<file path="src/rtl/hamming_enc_engine.sv">
// hamming_enc_engine: reads 11-bit messages from data memory and writes back
// 16-bit SECDED Hamming codewords; it is the sole memory master while busy.
module hamming_enc_engine #(
    parameter int unsigned NUM_WORDS = 15,
    parameter logic [7:0]  SRC_BASE  = 8'd0,
    parameter logic [7:0]  DST_BASE  = 8'd30
) (
    input  logic       clk,
    input  logic       rst_n,
    input  logic       start,
    output logic       busy,
    output logic       done,
    output logic [7:0] mem_address,
    output logic       mem_read_en,
    output logic       mem_write_en,
    output logic [7:0] mem_wdata,
    input  logic [7:0] mem_rdata
);

    typedef enum logic [2:0] {
        IDLE,
        RD_LO,
        RD_HI,
        WR_LO,
        WR_HI,
        DONE
    } state_t;

    localparam logic [5:0] LAST_IDX = 6'(NUM_WORDS - 1);

    state_t      state;
    state_t      state_nx;
    logic [5:0]  index;
    logic [5:0]  index_nx;
    logic [7:0]  d_lo;
    logic [2:0]  d_hi;
    logic [10:0] d;
    logic        p8;
    logic        p4;
    logic        p2;
    logic        p1;
    logic        p0;
    logic [7:0]  cw_lo;
    logic [7:0]  cw_hi;
    logic [7:0]  offset;

    // state, word index and captured message bits
    always_ff @(posedge clk) begin
        if (!rst_n) begin
            state <= IDLE;
            index <= '0;
            d_lo  <= '0;
            d_hi  <= '0;
        end else begin
            state <= state_nx;
            index <= index_nx;
            if (state == RD_LO) begin
                d_lo <= mem_rdata;
            end
            if (state == RD_HI) begin
                d_hi <= mem_rdata[2:0];
            end
        end
    end

    // next-state and index sequencing
    always_comb begin
        state_nx = state;
        index_nx = index;
        case (state)
            IDLE: begin
                if (start) begin
                    state_nx = RD_LO;
                    index_nx = '0;
                end
            end
            RD_LO: state_nx = RD_HI;
            RD_HI: state_nx = WR_LO;
            WR_LO: state_nx = WR_HI;
            WR_HI: begin
                if (index == LAST_IDX) begin
                    state_nx = DONE;
                end else begin
                    state_nx = RD_LO;
                    index_nx = index + 6'd1;
                end
            end
            DONE:    state_nx = IDLE;
            default: state_nx = IDLE;
        endcase
    end

    // Hamming(15,11) parity plus overall parity for double-error detection
    always_comb begin
        d     = {d_hi, d_lo};
        p8    = ^d[10:4];
        p4    = ^{d[10:7], d[3:1]};
        p2    = ^{d[10:9], d[6:5], d[3:2], d[0]};
        p1    = ^{d[10], d[8], d[6], d[4], d[3], d[1], d[0]};
        p0    = ^{d, p8, p4, p2, p1};
        cw_hi = {d[10:4], p8};
        cw_lo = {d[3:1], p4, d[0], p2, p1, p0};
    end

    // Moore outputs decoded from state and index only
    always_comb begin
        offset       = {1'b0, index, 1'b0};
        busy         = 1'b0;
        done         = 1'b0;
        mem_address  = '0;
        mem_read_en  = 1'b0;
        mem_write_en = 1'b0;
        mem_wdata    = '0;
        case (state)
            IDLE: begin
                busy = 1'b0;
            end
            RD_LO: begin
                busy        = 1'b1;
                mem_read_en = 1'b1;
                mem_address = SRC_BASE + offset;
            end
            RD_HI: begin
                busy        = 1'b1;
                mem_read_en = 1'b1;
                mem_address = SRC_BASE + offset + 8'd1;
            end
            WR_LO: begin
                busy         = 1'b1;
                mem_write_en = 1'b1;
                mem_address  = DST_BASE + offset;
                mem_wdata    = cw_lo;
            end
            WR_HI: begin
                busy         = 1'b1;
                mem_write_en = 1'b1;
                mem_address  = DST_BASE + offset + 8'd1;
                mem_wdata    = cw_hi;
            end
            DONE: begin
                busy = 1'b1;
                done = 1'b1;
            end
            default: begin
                busy = 1'b0;
            end
        endcase
    end

endmodule
</file>
<file path="config.mk">
export PLATFORM = sky130hd
export DESIGN_NAME = hamming_enc_engine
export DESIGN_NICKNAME = d
export VERILOG_FILES = /design/src/rtl/hamming_enc_engine.sv
export SDC_FILE = /design/constraint.sdc
export NUM_CORES = 1
export LEC_CHECK = 0
export ABC_AREA = 1
export CAP_MARGIN = 10
export CELL_PAD_IN_SITES_DETAIL_PLACEMENT = 0
export CELL_PAD_IN_SITES_GLOBAL_PLACEMENT = 1
export CORE_MARGIN = 5
export CORE_UTILIZATION = 35
export CTS_BUF_LIST = sky130_fd_sc_hd__clkbuf_16
export DETAILED_ROUTE_END_ITERATION = 10
export DONT_BUFFER_PORTS = 1
export PLACE_DENSITY_LB_ADDON = 0.12
export REMOVE_ABC_BUFFERS = 1
export SYNTH_ARGS = -nofsm -noshare
export SYNTH_HDL_FRONTEND = slang
export SYNTH_SLANG_ARGS = --single-unit
</file>
<file path="constraint.sdc">
create_clock -name clk -period 1.9 [get_ports clk]
set_input_delay 0.19 -clock clk [delete_from_list [all_inputs] [get_ports clk]]
set_output_delay 0.19 -clock clk [all_outputs]
set_load 0.01 [all_outputs]
</file>
==> impl_metrics.yaml <==
grt:
  grt_max_degree: 17
  grt-ovfl-total: 0
  grt_pass1_wl_um: 7090
  grt_pass1_vias: 1431
  antenna_found_initial: 0
  grt_usage_pct: 15.2
sta:
  fmax_mhz: 577
  worst_pin_slew_ns: 0.398
  setup_viol: 0
  slew_headroom_pct: 73.2
  drv_slew: 0
  period_needed_ns: 1.73
  tns_ns: 0
  rsz0062_at_grt: "no"
  finClkSkew_ns: 0.00136
  worst_slack_ns: 0.167
  hold_violations: 0
  fin_crit_sh_pct: 91.2
synthesis:
  synth-seq-cells: 20
  yosysWarnings: 0
  synthCells: 250
  syn_area_sq_mm: 0.00154
  synth.distinct_cells: 27
  synth.avg_cell_area_sq_um: 6.18
  yosysSeqAreaShare_pct: 25.9
clock_network:
  cts_hold_buf: 0
  cts_tree: "yes"
  h-tree-depth: 1
  numClockSinks: 20
  clkLatencyLatePin_ns: 0.26
  clock-root-buffer: "clkbuf_16"
  clockBufferDepth: 2
  clk_pin_slew_worst_paths_ns: 0.06
  cts-buffers-inserted: 3
  post_cts_buffers: 0
worst_setup_path:
  start_kind: "flip-flop"
  endpoint_kind: "output port"
  critical_path.top_delay_family: "flip-flops"
  critPathBufInv: 3
  slowest_delay_ns: 0.38
  cp.arrival_ns: 1.54
  cp.required_ns: 1.71
  critical_path_class: "flip-flop to output port"
  slowest_stage: "dfxtp_1"
  crit_top_cell: "o21ai_0"
  cp_cell_sequence: "inv_6 > nor3_2 > inv_2 > nand2_4 > o21ai_0 > o21ai_0 > buf_4"
  crit_fanout: 8
job:
  maxCapViolCount: 0
power:
  p_leak_uw: 0.000821
  peakVddDrop_mv: 0.385
  p_per_area_mw_per_mm2: 1190
drt:
  wl_per_cell_um: 13.9
  drc: 0
  drt_pass1_iterations: 4
  drt_iter0_markers: 76
  wirelength_um: 4320
  vias: 1537
  postRouteAntennaNets: 0
  post_drt_via_cell_ratio: 4.93
floorplan:
  core_sq_mm: 0.00432
  pin_count: 31
  start_util_pct: 35.7
  dieWidth_um: 76.4
  die_height_um: 76.4
  num_rows: 24
  dieArea_sq_mm: 0.00584
finish:
  layout_common_cells: "nand2_1 (91), inv_1 (25), o21ai_0 (18)"
  antenna_cells: 0
  multi_input_area_sq_um: 982
  area_growth_pct: 15.6
  seqCellArea_sq_um: 413
  drive_gt1_share_pct: 20.4
  fin_nets: 275
  post-route-util_pct: 41.3
  fillerInstances: 493
  final_common_cell: "nand2_1"
min_path:
  hold_class: "input port to flip-flop"
place:
  post-place-ws_ns: 0.222
  post-dp-hpwl_um: 3540
  gp_congestion: 0.825
  io_buffer_count: 0
outcome:
  outcome: "completed"
[layout make-up]
cell class,instances,share of cell area (%)
Multi-Input combinational cell,188,55.0
Sequential cell,20,23.1
Inverter,39,8.49
Clock buffer,3,4.21
Timing Repair Buffer,9,3.79
Tap cell,52,3.65
Clock inverter,1,1.68
[cells in the mapped netlist, drive strengths merged]
cell type   n  area share, %
a211oi      2           0.97
o22ai       9            3.6
inv        39            9.8
o21ai      21            7.5
ha          3            2.4
nand2      96             24
nor3        3           0.97
nand3      16            7.1
nor2        8            2.8
clkbuf      1           0.24
buf         2            1.1
xnor2       5            2.8
nand4       2           0.81
xor2        5            2.8
dfxtp      20             26
a21oi      18            6.6
[stage by stage]
| step | power (uW) | std cells | hold WS [ns] | area [sq um] |
|---|---|---|---|---|
| 4_1_cts | 2120 | 312 | 0.0599 | 1760 |
| 3_3_place_gp | 1530 | 308 | 0.335 | 1660 |
| 6_report | 2110 | 312 | 0.0608 | 1780 |
| 2_1_floorplan | 1290 | 247 | 0.328 | 1520 |
| 5_1_grt | 2280 | 312 | 0.0680 | 1780 |
| 3_5_place_dp | 1520 | 308 | 0.336 | 1660 |
[sequential cells by signal, summed over array words and instances (netlist names)]
signal / cells
d_hi: 3
d_lo: 8
state: 3
index: 6
[cells by family (layout without fill, tap and decap cells)]
kind of cell	Yosys count	count (layout)	share of synthesized area, %
xor gates and xnor gates	10	10	5.67
buffers and inverters	42	52	11.1
AOI/OAI and AO/OA	50	50	18.7
adders and majority gates	3	3	2.43
and+or+nand+nor	125	125	36.1
DFF	20	20	25.9
[final timing paths]
| kind | from | to | slack (ns) | cells past startpoint |
|---|---|---|---|---|
| min | rst_n | d_lo[3] | 0.06 | 2 |
| max reg2reg | index[0] | index[2] | 0.23 | 10 |
| min reg2reg | d_hi[0] | d_hi[0] | 0.52 | 2 |
| max | state[0] | mem_address[4] | 0.17 | 7 |
[routing by layer]
layer  GRT usage, %  share of wire (%)  up-vias
met5              0                  0        -
met4           6.29                1.9        0
met3           4.14                5.4        5
met2           27.0                 49       32
met1           16.8                 43      680
li1               -                  -      820
[repair_timing]
action | 4_1_cts | 5_1_grt
endpoints found under the setup margin | 0 | 7
resized for setup | 0 | 14
endpoints found under the hold margin | 0 | 0
[report_power, final]
group | switching [uW] | internal (uW) | total, uW
Combinational | 613 | 331 | 944
Clock | 175 | 419 | 594
Sequential | 86.9 | 490 | 577
Total | 875 | 1240 | 2110
Power figures use the tool's default switching activity.
==> edit 1: new RTL, same settings <==
`NUM_WORDS`: 15 -> 11.
--- a/src/rtl/hamming_enc_engine.sv
+++ b/src/rtl/hamming_enc_engine.sv
@@ -3,3 +3,3 @@
 module hamming_enc_engine #(
-    parameter int unsigned NUM_WORDS = 15,
+    parameter int unsigned NUM_WORDS = 11,
     parameter logic [7:0]  SRC_BASE  = 8'd0,
Formal check against the unedited RTL: no difference found for any inputs over 10 cycles, from zero or initial values and one cycle with rst_n low; that may be too few to reach the edited logic, so the function may still have changed.
==> edit 1 against the original RTL <==
- non-clock buffer count down 2
- core utilization up 0.73 points
- sequential cell count is the same
- routed wire length down 7.9%
- final area is 5.2% lower
- worst hold slack improved by 0.0060 ns
- area after synthesis decreased by 4.8%
- via count fell by 3.6%
- sequential share of layout area rose by 0.97 points
- power fell by 13%
- worst setup slack got worse by 0.033 ns
- clock power down 26%
- sequential power fell by 4.5%
- die area fell by 4.2%
==> edit 1: results (changes against the original RTL) <==
[cells_and_area]
design.seq.count=20  ; unchanged
signal_buffers=7  ; was 9
nonClockInverterCount=37  ; was 39
bufAreaShareNonClock_pct=3.11  ; was 3.79%
nMultiInputCombCells=185  ; was 188
fin_util_pct=42.0  ; was 41.3%
clock_area_share_pct=4.66  ; was 5.89%
nFillCells=474  ; was 493
nClkBuffers=3  ; unchanged
layout.nets=268  ; was 275
drive_gt1_share_pct=15.0  ; was 20.4%
multi_input_area_sq_um=951  ; was 982 sq um
largestRegisters=d_lo x8, index x6  ; unchanged
seq_share_pct=24.1  ; was 23.1%

[setup_path]
arrival_ns=1.58  ; was 1.54 ns
max_stage_delay_ns=0.34  ; was 0.38 ns
rr_worst_depth=9  ; was 10
critPathCapture=mem_address[2]  ; was mem_address[4]
crit_family=simple AND/OR/NAND/NOR gates  ; was flip-flops
reg2reg_from=index[1]$_SDFFE_PN0P_  ; was index[0]$_SDFFE_PN0P_
ff2ff_setup_slack_ns=0.40  ; was 0.23 ns
r2r_end=index[5]$_SDFFE_PN0P_  ; was index[2]$_SDFFE_PN0P_

[power_and_ir_drop]
power.density_cell_area_nw_per_um2=1090  ; was 1190 nW/um^2
p_leak_nw=0.807  ; was 0.821 nW
irDropWorstVdd_mv=0.356  ; was 0.385 mV

[placed_design]
hpwl_mm=3.17  ; was 3.54 mm
post_dp_cell_area_sq_um=1580  ; was 1660 sq um
dp_cells=299  ; was 308
gp_congestion=0.823  ; was 0.825

[detailed_routing]
totalWireLength_mm=3.98  ; was 4.32 mm
drt_iter0_markers=67  ; was 76
wl_per_cell_um=13.1  ; was 13.9 um
vias=1482  ; was 1537

[timing]
hold_ws_ns=0.0668  ; was 0.0608 ns
skew_ns=0.00117  ; was 0.00136 ns
slew_headroom_pct=72.8  ; was 73.2%

[outcome]
outcome=finished clean  ; unchanged

[synthesis]
synth_cell_types=22  ; was 27
syn_inst=244  ; was 250
ys_seq_area_share_pct=27.2  ; was 25.9%
synthTopCellsByArea=dfxtp_1 (27%), nand2_1 (22%), inv_1 (8.2%), o21ai_0 (7.1%), nand3_1 (5.8%)  ; was dfxtp_1 (26%), nand2_1 (23%), inv_1 (6.6%), o21ai_0 (5.8%), a21oi_1 (4.9%)
synth_common_cells=nand2_1 (85), inv_1 (32), o21ai_0 (21)  ; was nand2_1 (93), inv_1 (27), dfxtp_1 (20)

[clocking]
cts-resized-gates=1  ; was 0
root_buffer=clkbuf_16  ; unchanged
clk_latency_ns=0.25
postCtsSetupBuffers=0  ; unchanged

[global_routing]
grt_usage_pct=15.2  ; about the same
grt_pass1_wl_mm=6.55  ; was 7.09 mm
grt_pass1_vias=1313  ; was 1431

[edit 1: where the power goes]
part	internal [W]	switching [W]
clock network	0.000280	0.000161
registers	0.000484	0.0000666
logic	0.000310	0.000546
[edit 1: per-stage QoR]
step	setup slack, ns	total power, W
global route	0.00147	0.00201
floorplan	0.370	0.00120
detailed placement	0.267	0.00140
CTS	0.0571	0.00184
global placement	0.321	0.00141
finish	0.134	0.00185
[edit 1: kinds of logic (layout without fill, tap and decap cells)]
family / Yosys count / after routing / synth area share (%)
DFF: 20 / 20 / 27.2
adders and majority gates: 3 / 3 / 2.55
AOI/OAI and AO/OA: 49 / 49 / 18.5
buffers and inverters: 39 / 48 / 10.0
xor gates and xnor gates: 10 / 10 / 5.96
and+or+nand+nor: 123 / 123 / 35.7
[edit 1: metal layers]
| layer | GRT usage, % | vias to the layer above | wire, um |
|---|---|---|---|
| li1 | - | 803 | - |
| met1 | 22.7 | 659 | 2080 |
| met2 | 22.0 | 18 | 1700 |
| met3 | 3.20 | 2 | 180 |
| met4 | 3.56 | 0 | 23 |
| met5 | 0 | - | 0 |
[edit 1: how the worst min path moves through the flow]
| stage | startpoint | end | cells after the start |
|---|---|---|---|
| 6_report | rst_n | d_hi[0]$_SDFFE_PN0N_ | 2 |
| 3_5_place_dp | rst_n | d_lo[7]$_SDFFE_PN0N_ | 2 |
| 3_3_place_gp | rst_n | d_lo[7]$_SDFFE_PN0N_ | 2 |
| 2_1_floorplan | rst_n | d_hi[0]$_SDFFE_PN0N_ | 2 |
| 5_1_grt | rst_n | d_lo[7]$_SDFFE_PN0N_ | 2 |
| 4_1_cts | rst_n | d_lo[2]$_SDFFE_PN0N_ | 2 |
==> edit 2: new RTL, same settings <==
Without the edit above. The 6 states of `state_t` get a one-hot encoding in 6 bits.
--- a/src/rtl/hamming_enc_engine.sv
+++ b/src/rtl/hamming_enc_engine.sv
@@ -19,9 +19,9 @@
 
-    typedef enum logic [2:0] {
-        IDLE,
-        RD_LO,
-        RD_HI,
-        WR_LO,
-        WR_HI,
-        DONE
+    typedef enum logic [5:0] {
+        IDLE  = 6'b000001,
+        RD_LO = 6'b000010,
+        RD_HI = 6'b000100,
+        WR_LO = 6'b001000,
+        WR_HI = 6'b010000,
+        DONE  = 6'b100000
     } state_t;
Behaviour: same outputs for any inputs over 10 cycles, from zero or initial values and one cycle with rst_n low; not proved beyond that.
==> edit 2 against the original RTL <==
- sequential cell count grew 3
- routed wire length grew 16%
- clock skew is 0.0022 ns higher
- die area up 14%
- power is 8.0% lower
- final cell count is 21% higher
- register-to-register slack improved by 0.06 ns
- worst setup slack worse by 0.071 ns
- area after synthesis grew 16%
- final area up 32%
- critical path depth down 1
==> edit 2: results (changes against the original RTL) <==
[cells_and_area]
nFillCells=527  ; was 493
largestRegisters=d_lo x8, index x6, state x6  ; was d_lo x8, index x6
drive_gt1_share_pct=43.0  ; was 20.4%

[global_routing]
grt_max_degree=18  ; was 17
grt_pass1_wl_mm=8.50  ; was 7.09 mm
grt_usage_pct=16.3  ; was 15.2%
grt_pass1_vias=1782  ; was 1431

[setup_path]
crit_family=simple AND/OR/NAND/NOR gates  ; was flip-flops
arrival_ns=1.61  ; was 1.54 ns
max_stage_delay_ns=0.34  ; was 0.38 ns
crit_fanout=5  ; was 8

[synthesis]
synthTopCellsByArea=dfxtp_1 (26%), nand2_1 (21%), inv_1 (7.1%), a21oi_1 (4.8%), nand3_1 (4.8%)  ; was dfxtp_1 (26%), nand2_1 (23%), inv_1 (6.6%), o21ai_0 (5.8%), a21oi_1 (4.9%)
ys_seq_area_share_pct=25.8  ; was 25.9%
synth_cell_types=30  ; was 27
syn_avg_cell_area_sq_um=6.16  ; was 6.18 sq um
synth_common_cells=nand2_1 (99), inv_1 (34), dfxtp_1 (23)  ; was nand2_1 (93), inv_1 (27), dfxtp_1 (20)

[placed_design]
hpwl_mm=3.77  ; was 3.54 mm
gp_congestion=0.759  ; was 0.825
dp_cells=366  ; was 308

[timing]
tightest_slew_ns=0.415  ; was 0.398 ns
skew_ns=0.00360  ; was 0.00136 ns

[detailed_routing]
met1_length_mm=2.30  ; was 1.87 mm
wl_per_cell_um=13.3  ; was 13.9 um
totalWireLength_mm=5.00  ; was 4.32 mm
drt_iter0_markers=42  ; was 76
wl_met3_um=139  ; was 235 um
route.met2.wl_mm=2.44  ; was 2.13 mm

[power_and_ir_drop]
irDropWorstVdd_mv=0.427  ; was 0.385 mV
power.switching_w=0.000781  ; was 0.000875 W
p_leak_nw=1.05  ; was 0.821 nW

[outcome]
outcome=finished clean  ; unchanged

edit 2: changes by cell type after synthesis, moves of 3 or more:
cell and delta:
nor2_1 +12, inv_1 +7, nand2_1 +6, nand2_2 +5, nand3_1 +4, o21ai_1 +4, a21oi_2 -3, dfxtp_1 +3
o21ai_2 -3
edit 2: power by group through the flow:
| stage | Combinational (W) | Sequential, W | Clock [W] |
|---|---|---|---|
| after global placement | 0.000683 | 0.000581 | 0 |
| after CTS | 0.000684 | 0.000571 | 0.000476 |
| after global routing | 0.00102 | 0.000597 | 0.000503 |
| final | 0.000901 | 0.000588 | 0.000457 |
| after floorplan | 0.000562 | 0.000570 | 0 |
| after detailed placement | 0.000681 | 0.000579 | 0 |
edit 2: per-layer routing:
metal / vias to the layer above / track usage, %
li1: 967 / -
met2: 26 / 28.1
met1: 828 / 20.9
met4: 0 / 5.07
met3: 9 / 2.30
met5: - / 0
edit 2: timing repair:
action,CTS,global route
buffers inserted,0,7
endpoints found under the setup margin,1,4
pin swaps,0,30
resized for setup,9,99
hold buffers,0,0
edit 2: final timing paths:
| check | start | endpoint | slack, ns | cells after the start |
|---|---|---|---|---|
| min | rst_n | state[0]$_SDFFE_PN1P_ | 0.04 | 1 |
| max reg2reg | state[1]$_SDFFE_PN0P_ | index[4]$_SDFFE_PN0P_ | 0.29 | 10 |
| min reg2reg | d_lo[2]$_SDFFE_PN0N_ | d_lo[2]$_SDFFE_PN0N_ | 0.53 | 2 |
| max | state[5]$_SDFFE_PN0P_ | mem_wdata[7] | 0.1 | 6 |
edit 2: cell type report:
class / instances / area share [%]
Clock buffer: 3 / 3.19
Clock inverter: 1 / 0.319
Timing Repair Buffer: 16 / 5.11
Inverter: 46 / 8.83
Multi-Input combinational cell: 218 / 57.7
Tap cell: 70 / 3.73
Sequential cell: 23 / 21.1
edit 2: metrics by stage:
step                area, sq um  total power (W)
floorplan                  1770          0.00113
global placement           1920          0.00126
detailed placement         1920          0.00126
CTS                        2010          0.00173
global route               2350          0.00212
finish                     2350          0.00195
edit 2: worst reg2reg max path: stages, from the launching register on:
cell and delay [ns]:
dfxtp_1 0.32, inv_2 0.08, nand2_1 0.14, nor2_4 0.17, nand2_4 0.14, nand2_2 0.14
nand2_1 0.06, o21ai_1 0.18, inv_1 0.12, o21ai_1 0.10, a21oi_1 0.05
edit 2: logic make-up (layout without fill, tap and decap cells):
kind of cell,count (synthesis),after routing,synth area share [%]
fa+ha+maj,3,3,2.10
simple gates,157,157,41.8
buf+inv,49,66,10.7
flops,23,23,25.8
compound gates,50,50,15.6
xor+xnor,8,8,3.92
